--- src/rtl/multicycle_ctrl.sv ---
// Multi-cycle MIPS control sequencer: walks FETCH/DECODE/EXEC/MEM/WB per instruction,
// stalls on the memory ready handshake and traps on illegal encodings or memory timeouts.
module multicycle_ctrl #(
    parameter int MEM_TIMEOUT = 15
) (
    input  logic       clk,
    input  logic       rst,
    input  logic [5:0] Op,
    input  logic [5:0] Funct,
    input  logic       Zero,
    input  logic       mem_ready,
    output logic       PCWrite,
    output logic       PCWriteCond,
    output logic [1:0] PCSource,
    output logic       IorD,
    output logic       MemRead,
    output logic       MemWrite,
    output logic       IRWrite,
    output logic       RegDst,
    output logic       MemtoReg,
    output logic       RegWrite,
    output logic       ALUSrcA,
    output logic [1:0] ALUSrcB,
    output logic [5:0] ALUOp,
    output logic       instr_done,
    output logic [1:0] fault
);

    localparam logic [5:0] OP_R   = 6'b000000;
    localparam logic [5:0] OP_LW  = 6'b100011;
    localparam logic [5:0] OP_SW  = 6'b101011;
    localparam logic [5:0] OP_BEQ = 6'b000100;
    localparam logic [5:0] OP_J   = 6'b000010;

    localparam logic [5:0] ALUOP_ADD = 6'b100000;
    localparam logic [5:0] ALUOP_SUB = 6'b100010;
    localparam logic [5:0] ALUOP_AND = 6'b100100;
    localparam logic [5:0] ALUOP_OR  = 6'b100101;
    localparam logic [5:0] ALUOP_NOR = 6'b100111;
    localparam logic [5:0] ALUOP_SLT = 6'b101010;

    localparam logic [7:0] WAIT_LAST = 8'(MEM_TIMEOUT - 1);

    typedef enum logic [3:0] {
        S_FETCH, S_DECODE, S_MEMADR, S_MEMRD, S_MEMWB,
        S_MEMWR, S_REXEC, S_RWB, S_BRANCH, S_JUMP, S_TRAP
    } state_t;

    state_t     state;
    logic [7:0] wait_cnt;
    logic [5:0] op_q;
    logic [5:0] funct_q;
    logic [1:0] fault_q;
    logic       funct_ok;
    logic       mem_timeout;

    // Zero only qualifies PCWriteCond inside the datapath; the sequencer never branches on it.
    logic unused_zero;
    assign unused_zero = Zero;

    assign funct_ok    = (Funct == ALUOP_ADD) || (Funct == ALUOP_AND) || (Funct == ALUOP_OR) ||
                         (Funct == ALUOP_NOR) || (Funct == ALUOP_SLT);
    assign mem_timeout = !mem_ready && (wait_cnt == WAIT_LAST);

    // The wait counter is zeroed on every transition, so it starts clean in each memory state.
    always_ff @(posedge clk) begin
        if (rst) begin
            state    <= S_FETCH;
            wait_cnt <= 8'd0;
            op_q     <= 6'd0;
            funct_q  <= 6'd0;
            fault_q  <= 2'd0;
        end else begin
            case (state)
                S_FETCH, S_MEMRD, S_MEMWR: begin
                    if (mem_ready) begin
                        wait_cnt <= 8'd0;
                        state    <= (state == S_FETCH) ? S_DECODE :
                                    (state == S_MEMRD) ? S_MEMWB  : S_FETCH;
                    end else if (mem_timeout) begin
                        wait_cnt <= 8'd0;
                        fault_q  <= 2'd2;
                        state    <= S_TRAP;
                    end else begin
                        wait_cnt <= wait_cnt + 8'd1;
                    end
                end
                S_DECODE: begin
                    op_q    <= Op;
                    funct_q <= Funct;
                    case (Op)
                        OP_R:         state <= funct_ok ? S_REXEC : S_TRAP;
                        OP_LW, OP_SW: state <= S_MEMADR;
                        OP_BEQ:       state <= S_BRANCH;
                        OP_J:         state <= S_JUMP;
                        default:      state <= S_TRAP;
                    endcase
                    if (!((Op == OP_R && funct_ok) || Op == OP_LW || Op == OP_SW ||
                          Op == OP_BEQ || Op == OP_J))
                        fault_q <= 2'd1;
                end
                S_MEMADR: state <= (op_q == OP_LW) ? S_MEMRD : S_MEMWR;
                S_REXEC:  state <= S_RWB;
                S_MEMWB, S_RWB, S_BRANCH, S_JUMP: state <= S_FETCH;
                default:  state <= S_TRAP;
            endcase
        end
    end

    // Moore decode of the current state; only FETCH/MEMWR also look at the handshake.
    always_comb begin
        PCWrite     = 1'b0;
        PCWriteCond = 1'b0;
        PCSource    = 2'd0;
        IorD        = 1'b0;
        MemRead     = 1'b0;
        MemWrite    = 1'b0;
        IRWrite     = 1'b0;
        RegDst      = 1'b0;
        MemtoReg    = 1'b0;
        RegWrite    = 1'b0;
        ALUSrcA     = 1'b0;
        ALUSrcB     = 2'd0;
        ALUOp       = 6'd0;
        instr_done  = 1'b0;
        fault       = 2'd0;
        if (!rst) begin
            fault = fault_q;
            case (state)
                S_FETCH: begin
                    MemRead = 1'b1;
                    if (mem_ready) begin
                        IRWrite = 1'b1;
                        ALUSrcB = 2'd1;
                        ALUOp   = ALUOP_ADD;
                        PCWrite = 1'b1;
                    end
                end
                S_DECODE: begin
                    ALUSrcB = 2'd3;
                    ALUOp   = ALUOP_ADD;
                end
                S_MEMADR: begin
                    ALUSrcA = 1'b1;
                    ALUSrcB = 2'd2;
                    ALUOp   = ALUOP_ADD;
                end
                S_MEMRD: begin
                    MemRead = 1'b1;
                    IorD    = 1'b1;
                end
                S_MEMWB: begin
                    MemtoReg   = 1'b1;
                    RegWrite   = 1'b1;
                    instr_done = 1'b1;
                end
                S_MEMWR: begin
                    MemWrite   = 1'b1;
                    IorD       = 1'b1;
                    instr_done = mem_ready;
                end
                S_REXEC: begin
                    ALUSrcA = 1'b1;
                    ALUOp   = funct_q;
                end
                S_RWB: begin
                    RegDst     = 1'b1;
                    RegWrite   = 1'b1;
                    instr_done = 1'b1;
                end
                S_BRANCH: begin
                    ALUSrcA     = 1'b1;
                    ALUOp       = ALUOP_SUB;
                    PCWriteCond = 1'b1;
                    PCSource    = 2'd1;
                    instr_done  = 1'b1;
                end
                S_JUMP: begin
                    PCWrite    = 1'b1;
                    PCSource   = 2'd2;
                    instr_done = 1'b1;
                end
                default: ;
            endcase
        end
    end

endmodule

--- config.mk ---
export PLATFORM = sky130hd
export DESIGN_NAME = multicycle_ctrl
export DESIGN_NICKNAME = d
export VERILOG_FILES = /design/src/rtl/multicycle_ctrl.sv
export SDC_FILE = /design/constraint.sdc
export NUM_CORES = 1
export LEC_CHECK = 0
export ABC_AREA = 1
export BUFFER_PORTS_ARGS = -buffer_cell sky130_fd_sc_hd__buf_2
export CAP_MARGIN = 10
export CORE_MARGIN = 2
export CORE_UTILIZATION = 40
export DETAILED_ROUTE_END_ITERATION = 12
export HOLD_SLACK_MARGIN = 0.05
export SLEW_MARGIN = 25
export SYNTH_ARGS = -nofsm -noshare
export SYNTH_HDL_FRONTEND = slang
export SYNTH_SLANG_ARGS = --single-unit
--- constraint.sdc ---
create_clock -name clk -period 3.1 [get_ports clk]
set_input_delay 0.465 -clock clk [delete_from_list [all_inputs] [get_ports clk]]
set_output_delay 0.465 -clock clk [all_outputs]
set_load 0.05 [all_outputs]
==> results.json <==
{
  "status": "finished, final reports clean",
  "wl_per_cell_um": 10.40,
  "cts_tree": "yes",
  "nNetsFinal": 315,
  "finalCriticalPeriod_ns": 2.277,
  "synth-seq-cells": 26,
  "syn_avg_cell_area_um2": 6.366,
  "dr.pass1.iters": 4,
  "post_cts_buffers": 0,
  "grt_overflow": 0,
  "peakVddDrop_mv": 0.2696,
  "clock-sinks": 26,
  "syn_nets": 279,
  "synth.distinct_cells": 31,
  "pin_count": 39,
  "seq_area_frac_synth_pct": 31.33,
  "yosysTopAreaCellShare_pct": 31.33,
  "synth.top_cells.by_area": "dfxtp_1 31%, nand2_1 13%, nor2_1 9.9%",
  "required_ns": 2.63,
  "fin_ws_ns": 0.8228,
  "powerDensity_nw_per_um2": 960.5,
  "drt-met1-wl_um": 1789,
  "postRouteAntennaNets": 0,
  "finalSetupViolCount": 0,
  "dp_hpwl_um": 2788,
  "min_period_over_period_pct": 73.46,
  "setup_tns_ns": 0,
  "dieWidth_um": 68.45,
  "die_h_um": 68.45,
  "grt_pass1_wl_um": 6216,
  "slew_headroom_pct": 73.78,
  "syn2layout_area_growth_pct": 16.64,
  "grt_antenna_before_repair": 0,
  "wl_met2_um": 1677,
  "wl_um": 3597,
  "rsz0062_at_grt": "false",
  "grt_max_degree": 27,
  "place_congestion": 0.7805,
  "report.final.slew_viol_count": 0,
  "mostFrequentLayoutCell": "nand2_1",
  "final_cell_mix": "57 x nand2_1, 44 x nor2_1, 37 x buf_2, 30 x inv_1, 26 x dfxtp_1",
  "synth.cell_area_um2": 1662,
  "ctsHoldBuffers": 0,
  "start_util_pct": 41.54,
  "layout-drive-gt1-share_pct": 24.66,
  "critical_path.max_fanout": 22,
  "clockBufferDepth": 2,
  "worstHoldStart": "Funct[1]",
  "synth_warnings": 0,
  "power_leakage_nw": 0.9334,
  "yosysTopAreaCell": "dfxtp_1",
  "crit_arrival_ns": 1.81,
  "worstMarginPinSlew_ns": 0.3929,
  "clkTransAtPathRegs_ns": 0.09,
  "rows": 23,
  "highest_layer": "met4",
  "grt_pass1_vias": 1446,
  "worstSetupPathType": "reg2out",
  "cp-start-kind": "flip-flop",
  "synth_ff_type": "dfxtp_1",
  "drt-initial-drc-count": 79,
  "dr_wl_met3_um": 108,
  "cap_viol_max_count": 0,
  "post_cts_resized": 0,
  "regToRegStartpoint": "state[1]",
  "netlist_instances": 261,
  "crit_path_end_kind": "output port",
  "cts_max_level": 1,
  "hold_viol": 0,
  "crit_path_start": "state[1]",
  "coreArea_um2": 4000,
  "min_path_type": "in2reg",
  "gr-usage-all-layers_pct": 17.37,
  "async_reset_ff_share_pct": 0,
  "via_per_inst": 4.763,
  "finClkSkew_ns": 0.001984,
  "vias": 1648,
  "fp.dieArea_um2": 4685,
  "drc_errors": 0,
  "fmax_mhz": 439.1,
  "pre_cts_ws_ns": 1.110,
  "diodes": 0,
  "clk_latency_ns": 0.27,
  "io_buffers": 37,
  "cts_inserted_buffers": 3,
  "clock-root-buffer": "clkbuf_8",
  "synth_edf_count": 0
}
==> per-layer routing <==
layer,track usage (%),vias to the layer above
met5,0,-
met4,5.250,0
met3,2.467,2
met2,28.73,20
met1,23.25,724
li1,-,902
==> through the flow <==
| step | hold WS, ns | power [mW] | area [um^2] | utilization, % | std cells |
|---|---|---|---|---|---|
| 2_1_floorplan | 0.4516 | 1.443 | 1662 | - | 261 |
| 3_3_place_gp | 0.4661 | 1.658 | 1883 | 47.08 | 342 |
| 3_5_place_dp | 0.4738 | 1.665 | 1883 | 47.08 | 342 |
| 4_1_cts | 0.4292 | 1.896 | 1938 | 48.45 | 346 |
| 5_1_grt | 0.4649 | 2.053 | 1938 | 48.45 | 346 |
| 6_report | 0.4463 | 1.862 | 1938 | 48.45 | 346 |
==> cell usage after synthesis, types with 2 or more instances <==
cell type  number
dfxtp_1        26
inv_2           6
ha_1            2
a21oi_2         2
nand4_1         5
nand3_1        10
a41oi_1         2
a21oi_1        23
o21ai_0        19
buf_2           3
nand3_2         5
nor2_4          2
nor2_2          5
clkbuf_1        3
nand2_2         2
inv_1          30
nand2_1        57
nand2_4         3
nor2_1         44
==> where the power goes <==
part	leakage, nW	internal [mW]	switching (mW)	total [mW]
Clock	0.0288	0.114	0.105	0.219
Combinational	0.692	0.318	0.808	1.13
Sequential	0.212	0.442	0.0746	0.516
==> worst paths after layout <==
path                      end  slack [ns]  depth (start not counted)
hold reg to reg   wait_cnt[6]        0.49                          2
setup / recovery   ALUSrcB[0]        0.82                          7
hold / removal     funct_q[1]        0.45                          3
setup reg to reg     state[0]        1.55                          8
==> worst max-delay path, cell delays in order (launching register included) <==
cell and delay [ns]:
dfxtp_1 0.38, inv_2 0.10, nand2_2 0.06, nor2_2 0.11
buf_4 0.23, inv_1 0.21, a21oi_1 0.18, buf_2 0.28
==> state kept, by name, indices dropped and copies added, names as in the netlist <==
signal,cells
funct_q,6
state,4
fault_q,2
op_q,6
wait_cnt,8
==> kinds of logic (layout without fill, tap and decap cells) <==
kind of cell | Yosys count | count (layout) | share of synthesized area, %
AND/OR/NAND/NOR | 137 | 137 | 39.31
buffers and inverters | 46 | 81 | 11.29
adder cells (fa/ha/maj) | 2 | 2 | 1.506
flip-flops | 26 | 26 | 31.33
AO/OA/AOI/OAI | 49 | 49 | 16.04
XOR/XNOR | 1 | 1 | 0.5272
==> area by class of cell <==
cell class	instances	area [um^2]
fill	463	2062
tap	50	62.56
multi-input combinational	189	953.4
inverter	37	138.9
timing repair buffer	40	207.7
clock buffer	4	55.05
sequential	26	520.5
(Power assumes the default switching activity.)
